## src/rtl/bcd_pkg.sv

```systemverilog
// Shared constants and helpers for the packed-BCD modulo counter.
// Functions are elaboration-safe so they can seed localparams.
package bcd_pkg;

  localparam logic [3:0] DIG_MAX = 4'd9;
  localparam int MAX_DIG = 4;

  // Binary value to packed BCD, digit 0 in [3:0].
  function automatic logic [15:0] to_bcd(
    input int value,
    input int ndig
  );
    logic [15:0] r;
    int t;
    r = '0;
    t = value;
    for (int i = 0; i < MAX_DIG; i++) begin
      if (i < ndig) r[4*i+:4] = 4'(t % 10);
      t = t / 10;
    end
    return r;
  endfunction

  // True when every used digit is a legal BCD digit.
  function automatic logic bcd_valid(
    input logic [15:0] v,
    input int ndig
  );
    logic ok;
    ok = 1'b1;
    for (int i = 0; i < MAX_DIG; i++) begin
      if (i < ndig && v[4*i+:4] > DIG_MAX) ok = 1'b0;
    end
    return ok;
  endfunction

endpackage

```

## src/rtl/bcd_modcnt_digit.sv

```systemverilog
// One BCD digit of the ripple incrementer/decrementer.
// Purely combinational; the top chains NDIG of these.
module bcd_digit
  import bcd_pkg::*;
(
  input  logic [3:0] d,
  input  logic       ci_up,
  input  logic       ci_dn,
  output logic [3:0] q,
  output logic       co_up,
  output logic       co_dn
);

  assign co_up = ci_up & (d == DIG_MAX);
  assign co_dn = ci_dn & (d == 4'd0);

  // Next digit value for a carry-in, borrow-in, or hold.
  always_comb begin
    q = d;
    unique case (1'b1)
      ci_up: q = (d == DIG_MAX) ? 4'd0 : d + 4'd1;
      ci_dn: q = (d == 4'd0) ? DIG_MAX : d - 4'd1;
      default: q = d;
    endcase
  end

endmodule

```

## src/rtl/bcd_modcnt.sv

```systemverilog
// Modulo-N counter held as packed BCD digits, with
// up/down step, checked parallel load and chain carry.
module bcd_modcnt
  import bcd_pkg::*;
#(
  parameter int NDIG    = 2,
  parameter int MODULUS = 24,
  parameter int START   = 0
) (
  input  logic              clk,
  input  logic              rst,
  input  logic              enin,
  input  logic              inc,
  input  logic              dec,
  input  logic              ld,
  input  logic [4*NDIG-1:0] ld_val,
  output logic [4*NDIG-1:0] bcd,
  output logic              cout,
  output logic              wrap,
  output logic              err
);

  localparam int W = 4 * NDIG;

  if (NDIG < 1 || NDIG > MAX_DIG ||
      MODULUS < 2 || MODULUS > 10 ** NDIG ||
      START < 0 || START >= MODULUS) begin : g_bad
    $fatal(1, "bcd_modcnt: illegal NDIG/MODULUS/START");
  end

  localparam logic [15:0] MAX16 =
    to_bcd(MODULUS - 1, NDIG);
  localparam logic [15:0] ST16 = to_bcd(START, NDIG);

  localparam logic [W-1:0] MAX_BCD   = MAX16[W-1:0];
  localparam logic [W-1:0] ZERO_BCD  = '0;
  localparam logic [W-1:0] START_BCD = ST16[W-1:0];

  logic          up;
  logic          step_up;
  logic          step_dn;
  logic          wrap_up;
  logic          wrap_dn;
  logic          ld_ok;
  logic [NDIG:0] cu;
  logic [NDIG:0] cd;
  logic [W-1:0]  nxt;

  assign up      = enin | inc;
  assign step_up = up & ~dec;
  assign step_dn = dec & ~up;

  assign cu[0] = step_up;
  assign cd[0] = step_dn;

  for (genvar i = 0; i < NDIG; i++) begin : g_dig
    bcd_digit u_dig (
      .d     (bcd[4*i+:4]),
      .ci_up (cu[i]),
      .ci_dn (cd[i]),
      .q     (nxt[4*i+:4]),
      .co_up (cu[i+1]),
      .co_dn (cd[i+1])
    );
  end

  // A full-width ripple overflow can only occur at the
  // top of the range, so it simply reinforces the wrap.
  assign wrap_up = step_up & ((bcd == MAX_BCD) | cu[NDIG]);
  assign wrap_dn = step_dn & ((bcd == ZERO_BCD) | cd[NDIG]);

  // Valid BCD compares in the same order as its value.
  assign ld_ok = bcd_valid(16'(ld_val), NDIG) &&
                 (ld_val <= MAX_BCD);

  assign cout = enin & ~dec & ~ld & ~rst &
                (bcd == MAX_BCD);

  // Counter register with load, wrap override and pulses.
  always_ff @(posedge clk) begin
    if (rst) begin
      bcd  <= START_BCD;
      wrap <= 1'b0;
      err  <= 1'b0;
    end else begin
      wrap <= 1'b0;
      err  <= 1'b0;
      if (ld) begin
        if (ld_ok) bcd <= ld_val;
        else       err <= 1'b1;
      end else if (wrap_up) begin
        bcd  <= ZERO_BCD;
        wrap <= 1'b1;
      end else if (wrap_dn) begin
        bcd  <= MAX_BCD;
        wrap <= 1'b1;
      end else begin
        bcd <= nxt;
      end
    end
  end

endmodule

```

## config.mk

```make
export PLATFORM = sky130hd
export DESIGN_NAME = bcd_modcnt
export DESIGN_NICKNAME = d
export VERILOG_FILES = /design/src/rtl/bcd_pkg.sv /design/src/rtl/bcd_modcnt_digit.sv /design/src/rtl/bcd_modcnt.sv
export SDC_FILE = /design/constraint.sdc
export NUM_CORES = 1
export LEC_CHECK = 0
export ABC_CLOCK_PERIOD_IN_PS = 2450
export BUFFER_PORTS_ARGS = -buffer_cell sky130_fd_sc_hd__buf_4
export CAP_MARGIN = 20
export CORE_ASPECT_RATIO = 0.9
export CORE_MARGIN = 10
export CORE_UTILIZATION = 52
export CTS_CLUSTER_DIAMETER = 120
export CTS_CLUSTER_SIZE = 12
export DETAILED_ROUTE_END_ITERATION = 7
export PLACE_DENSITY_LB_ADDON = 0.12
export SYNTH_ARGS = -nofsm -noshare
export SYNTH_HDL_FRONTEND = slang
export SYNTH_HIERARCHICAL = 1
export SYNTH_SLANG_ARGS = --single-unit
```

## constraint.sdc

```tcl
create_clock -name clk -period 2.45 [get_ports clk]
set_input_delay 0.245 -clock clk [delete_from_list [all_inputs] [get_ports clk]]
set_output_delay 0.245 -clock clk [all_outputs]
set_load 0.01 [all_outputs]
```

==> metrics.md <==
| Metric | Value |
|---|---|
| Max Freq | ~470 MHz |
| Area growth, synth to finish | 24.9% |
| Mapped cell area | 1130 um^2 |
| Cell taking the most area after synthesis | dfxtp_1 |
| Setup repair bufs after CTS | 0 |
| Setup TNS | 0 ns |
| Dpl hpwl | 2480 um |
| Routability congestion estimate | 0.829 |
| Worst r2r dst | bcd[3]$_SDFFE_PP0P_ |
| Status | finished, final reports clean |
| Worst Hold End | bcd[1]$_SDFFE_PP0P_ |
| Lkg Pwr | around 0.60 nW |
| Maximum VDD drop | 0.302 mV |
| Worst EP required | between 2 and 3 ns |
| CTS Buf Count | 3 |
| Critical hold path startpoint | rst |
| Die area | about 4400 um^2 |
| Router iterations before antenna repair | 4 |
| Top_reg_cell synth | dfxtp_1 |
| Die Ht | ~64 um |
| Starting Density | 56.7% |
| Ranking of synthesized cells by area | dfxtp_1, ha_1, mux2i_1, o21ai_0, inv_1 |
| Crit-path slowest cell | dfxtp_1 |
| Yosys top cell area share | between 15 and 20% |
| Reg clk slew, reported paths | 0.06 ns |
| Final Net Count | between 150 and 200 |
| Sequential area share after synthesis | ~18% |
| Rel. slew slack | a little under three quarters |
| Post-Layout Inst Area | 1410 um^2 |
| Worst hold path depth | 2 |
| R2R depth | 10 |
| # clock sinks | 10 |
| Clock Tree Root | clkbuf_4 |
| Post-route DRC | 0 |
| Via count | between 1000 and 1500 |
| Final Worst Setup Slack | around 0.33 ns |
| Worst setup SP type | flop |
| Final setup fails | 0 |
| Routed wire length | about 3100 um |
| Power Dens Cells | between 300 and 400 nW/um^2 |
| Period utilization | approximately 87% |
| CP cell instances | inv_1 > ha_1 > nand2_1 > nor2_2 > nor2b_1 > nand2_1 > nor2_1 > nand2_1 > o211ai_1 > o22ai_1 |
| Clock Skew | approximately 0.00067 ns |
| R2R setup slack | around 0.33 ns |
| Slew Limit Fails | 0 |
| Core Util, Final | a little under three quarters |
| Dpl cell area | ~1400 um^2 |
| I/O Pins | 25 |
| Later-pin clock latency in the skew report | ~0.26 ns |
| Gr usage total | a little over an eighth |
| Row Count | 15 |
| FFs w/ async S/R, synth | 0% |
| CP arrival | ~2.3 ns |
| Most frequent cell on the critical path | nand2_1 |
| Synth warnings | 6 |
| Post-DRT Antenna Nets | 0 |
| Pre-CTS WS | a little over 0.2 ns |
| RSZ-0062 raised after global routing | false |
| CP max FO | 6 |
| Die X | between 60 and 70 um |
| Via density | 6.25 |
| First-pass GRT wire length | ~5300 um |
| Vias in the first global route | ~1200 |
| HP Class | in -> reg |
| Cells after Synth | 142 |
| Largest net degree at the start of global routing | 13 |
| # diodes | 0 |
| GRT Residual Overflow | 0 |
| Core area | ~2000 um^2 |
| Worst Max-Slew Pin Slew | approximately 0.43 ns |
| Maximum clock insertion buffer count | 2 |
| Reg2Reg Launch Point | bcd[0]$_SDFFE_PP0P_ |
| CTS H-tree depth | 1 |
| Tmin final | 2.12 ns |
| IO Port Bufs | 24 |
| Initial DRC count | approximately 110 |
| Syn Nets | approximately 160 |
| CP peak stage delay | ~0.31 ns |
| CP Class | reg -> reg |
| Layout cells sized above 1 | between 20 and 30% |
| Cts hold-fix bufs | 0 |
| Synth Register Bits | 10 |
| Post-synth EDFFs | 0 |
| Worst Setup End Kind | flop |
| Final Hold Viols | 0 |
| Routed len/inst | about 16 um |
| Max_cap viols | 0 |
| Synthesized area per cell | around 8 um^2 |
| Antenna violations before repair | 0 |
| TritonCTS clock tree | yes |
| Synth cell types | 44 |
| Hold slack | between 0.2 and 0.25 ns |
logic make-up after synthesis:
| group | count (synthesis) | synth area share, % |
|---|---|---|
| and+or+nand+nor | 49 | 28.9 |
| buffers and inverters | 16 | 5.32 |
| muxes | 7 | 6.21 |
| AOI/OAI and AO/OA | 52 | 33.6 |
| xor gates and xnor gates | 2 | 1.55 |
| DFF | 10 | 17.7 |
| adders and majority gates | 6 | 6.65 |
layout make-up:
type | count | area (um^2)
clock buffer | 3 | 22.5
timing repair buffer | 31 | 233
sequential | 10 | 200
tap | 25 | 31.3
multi-input combinational | 116 | 871
inverter | 14 | 52.6
fill | 164 | 579
how the worst max path moves through the flow:
stage / start / end / slack [ns] / cells past startpoint
after detailed placement: enin / bcd[1]$_SDFFE_PP0P_ / 0.21 / 11
after floorplan: enin / bcd[1]$_SDFFE_PP0P_ / 0.35 / 10
after global placement: enin / bcd[1]$_SDFFE_PP0P_ / 0.30 / 11
final: bcd[0]$_SDFFE_PP0P_ / bcd[3]$_SDFFE_PP0P_ / 0.33 / 10
after CTS: bcd[0]$_SDFFE_PP0P_ / bcd[1]$_SDFFE_PP0P_ / 0.27 / 10
after global routing: bcd[0]$_SDFFE_PP0P_ / bcd[3]$_SDFFE_PP0P_ / 0.06 / 10
placed cells by master (no fill, tap or decap), drive strengths merged, types with 2 or more instances in the layout:
master / instances
a221oi: 2
o21ai: 14
and3b: 2
dfxtp: 10
buf: 31
a21o: 2
o211ai: 3
xnor2: 2
ha: 6
nor2b: 4
a31oi: 2
a21oi: 6
mux2i: 7
o41ai: 2
o21a: 2
a21boi: 4
o31a: 2
nand4: 3
nor2: 9
a32oi: 2
nand2: 10
inv: 14
nand4b: 2
and2: 2
nor3: 6
a211o: 2
and3: 3
o221ai: 2
nand3b: 2
clkbuf: 3
o22ai: 4
synth_stat cells (3+ instances only):
cell type	count
inv_1	14
dfxtp_1	10
a21oi_1	5
o21ai_0	13
mux2i_1	7
ha_1	6
nor2_1	9
o22ai_1	4
a21boi_0	4
nand4_1	3
o211ai_1	3
nor3_1	4
nand2_1	10
metrics by stage:
stage	std cells	total power, mW
floorplan	142	0.307
global placement	196	0.379
detailed placement	196	0.385
CTS	199	0.491
global route	199	0.528
finish	199	0.494
worst max-delay path: cells and delay by family (launching register included):
kind,cells,cell delay (ns)
and+or+nand+nor,6,0.97
AOI/OAI and AO/OA,2,0.36
DFF,1,0.31
adders and majority gates,1,0.26
buffers and inverters,1,0.09
flip-flops by register name, summed over array words and instances (netlist names):
register	cells
wrap	1
err	1
bcd	8
repair_timing:
item	CTS	global route
setup endpoints to repair	0	4
resized for setup	0	1
endpoints found under the hold margin	0	0
where the power goes:
part           switching [mW]  leakage, nW  internal, mW
Combinational           0.110        0.503        0.0943
Clock                  0.0530       0.0138        0.0566
Sequential            0.00920       0.0817         0.172
Total                   0.172        0.598         0.323
per-layer routing:
layer,global-route usage [%],vias up,routed length (um)
met3,2.16,7,168
met4,4.52,0,46
met1,17.1,583,1440
met2,22.1,51,1490
met5,0,-,0
li1,-,603,-
(Power assumes the default switching activity.)
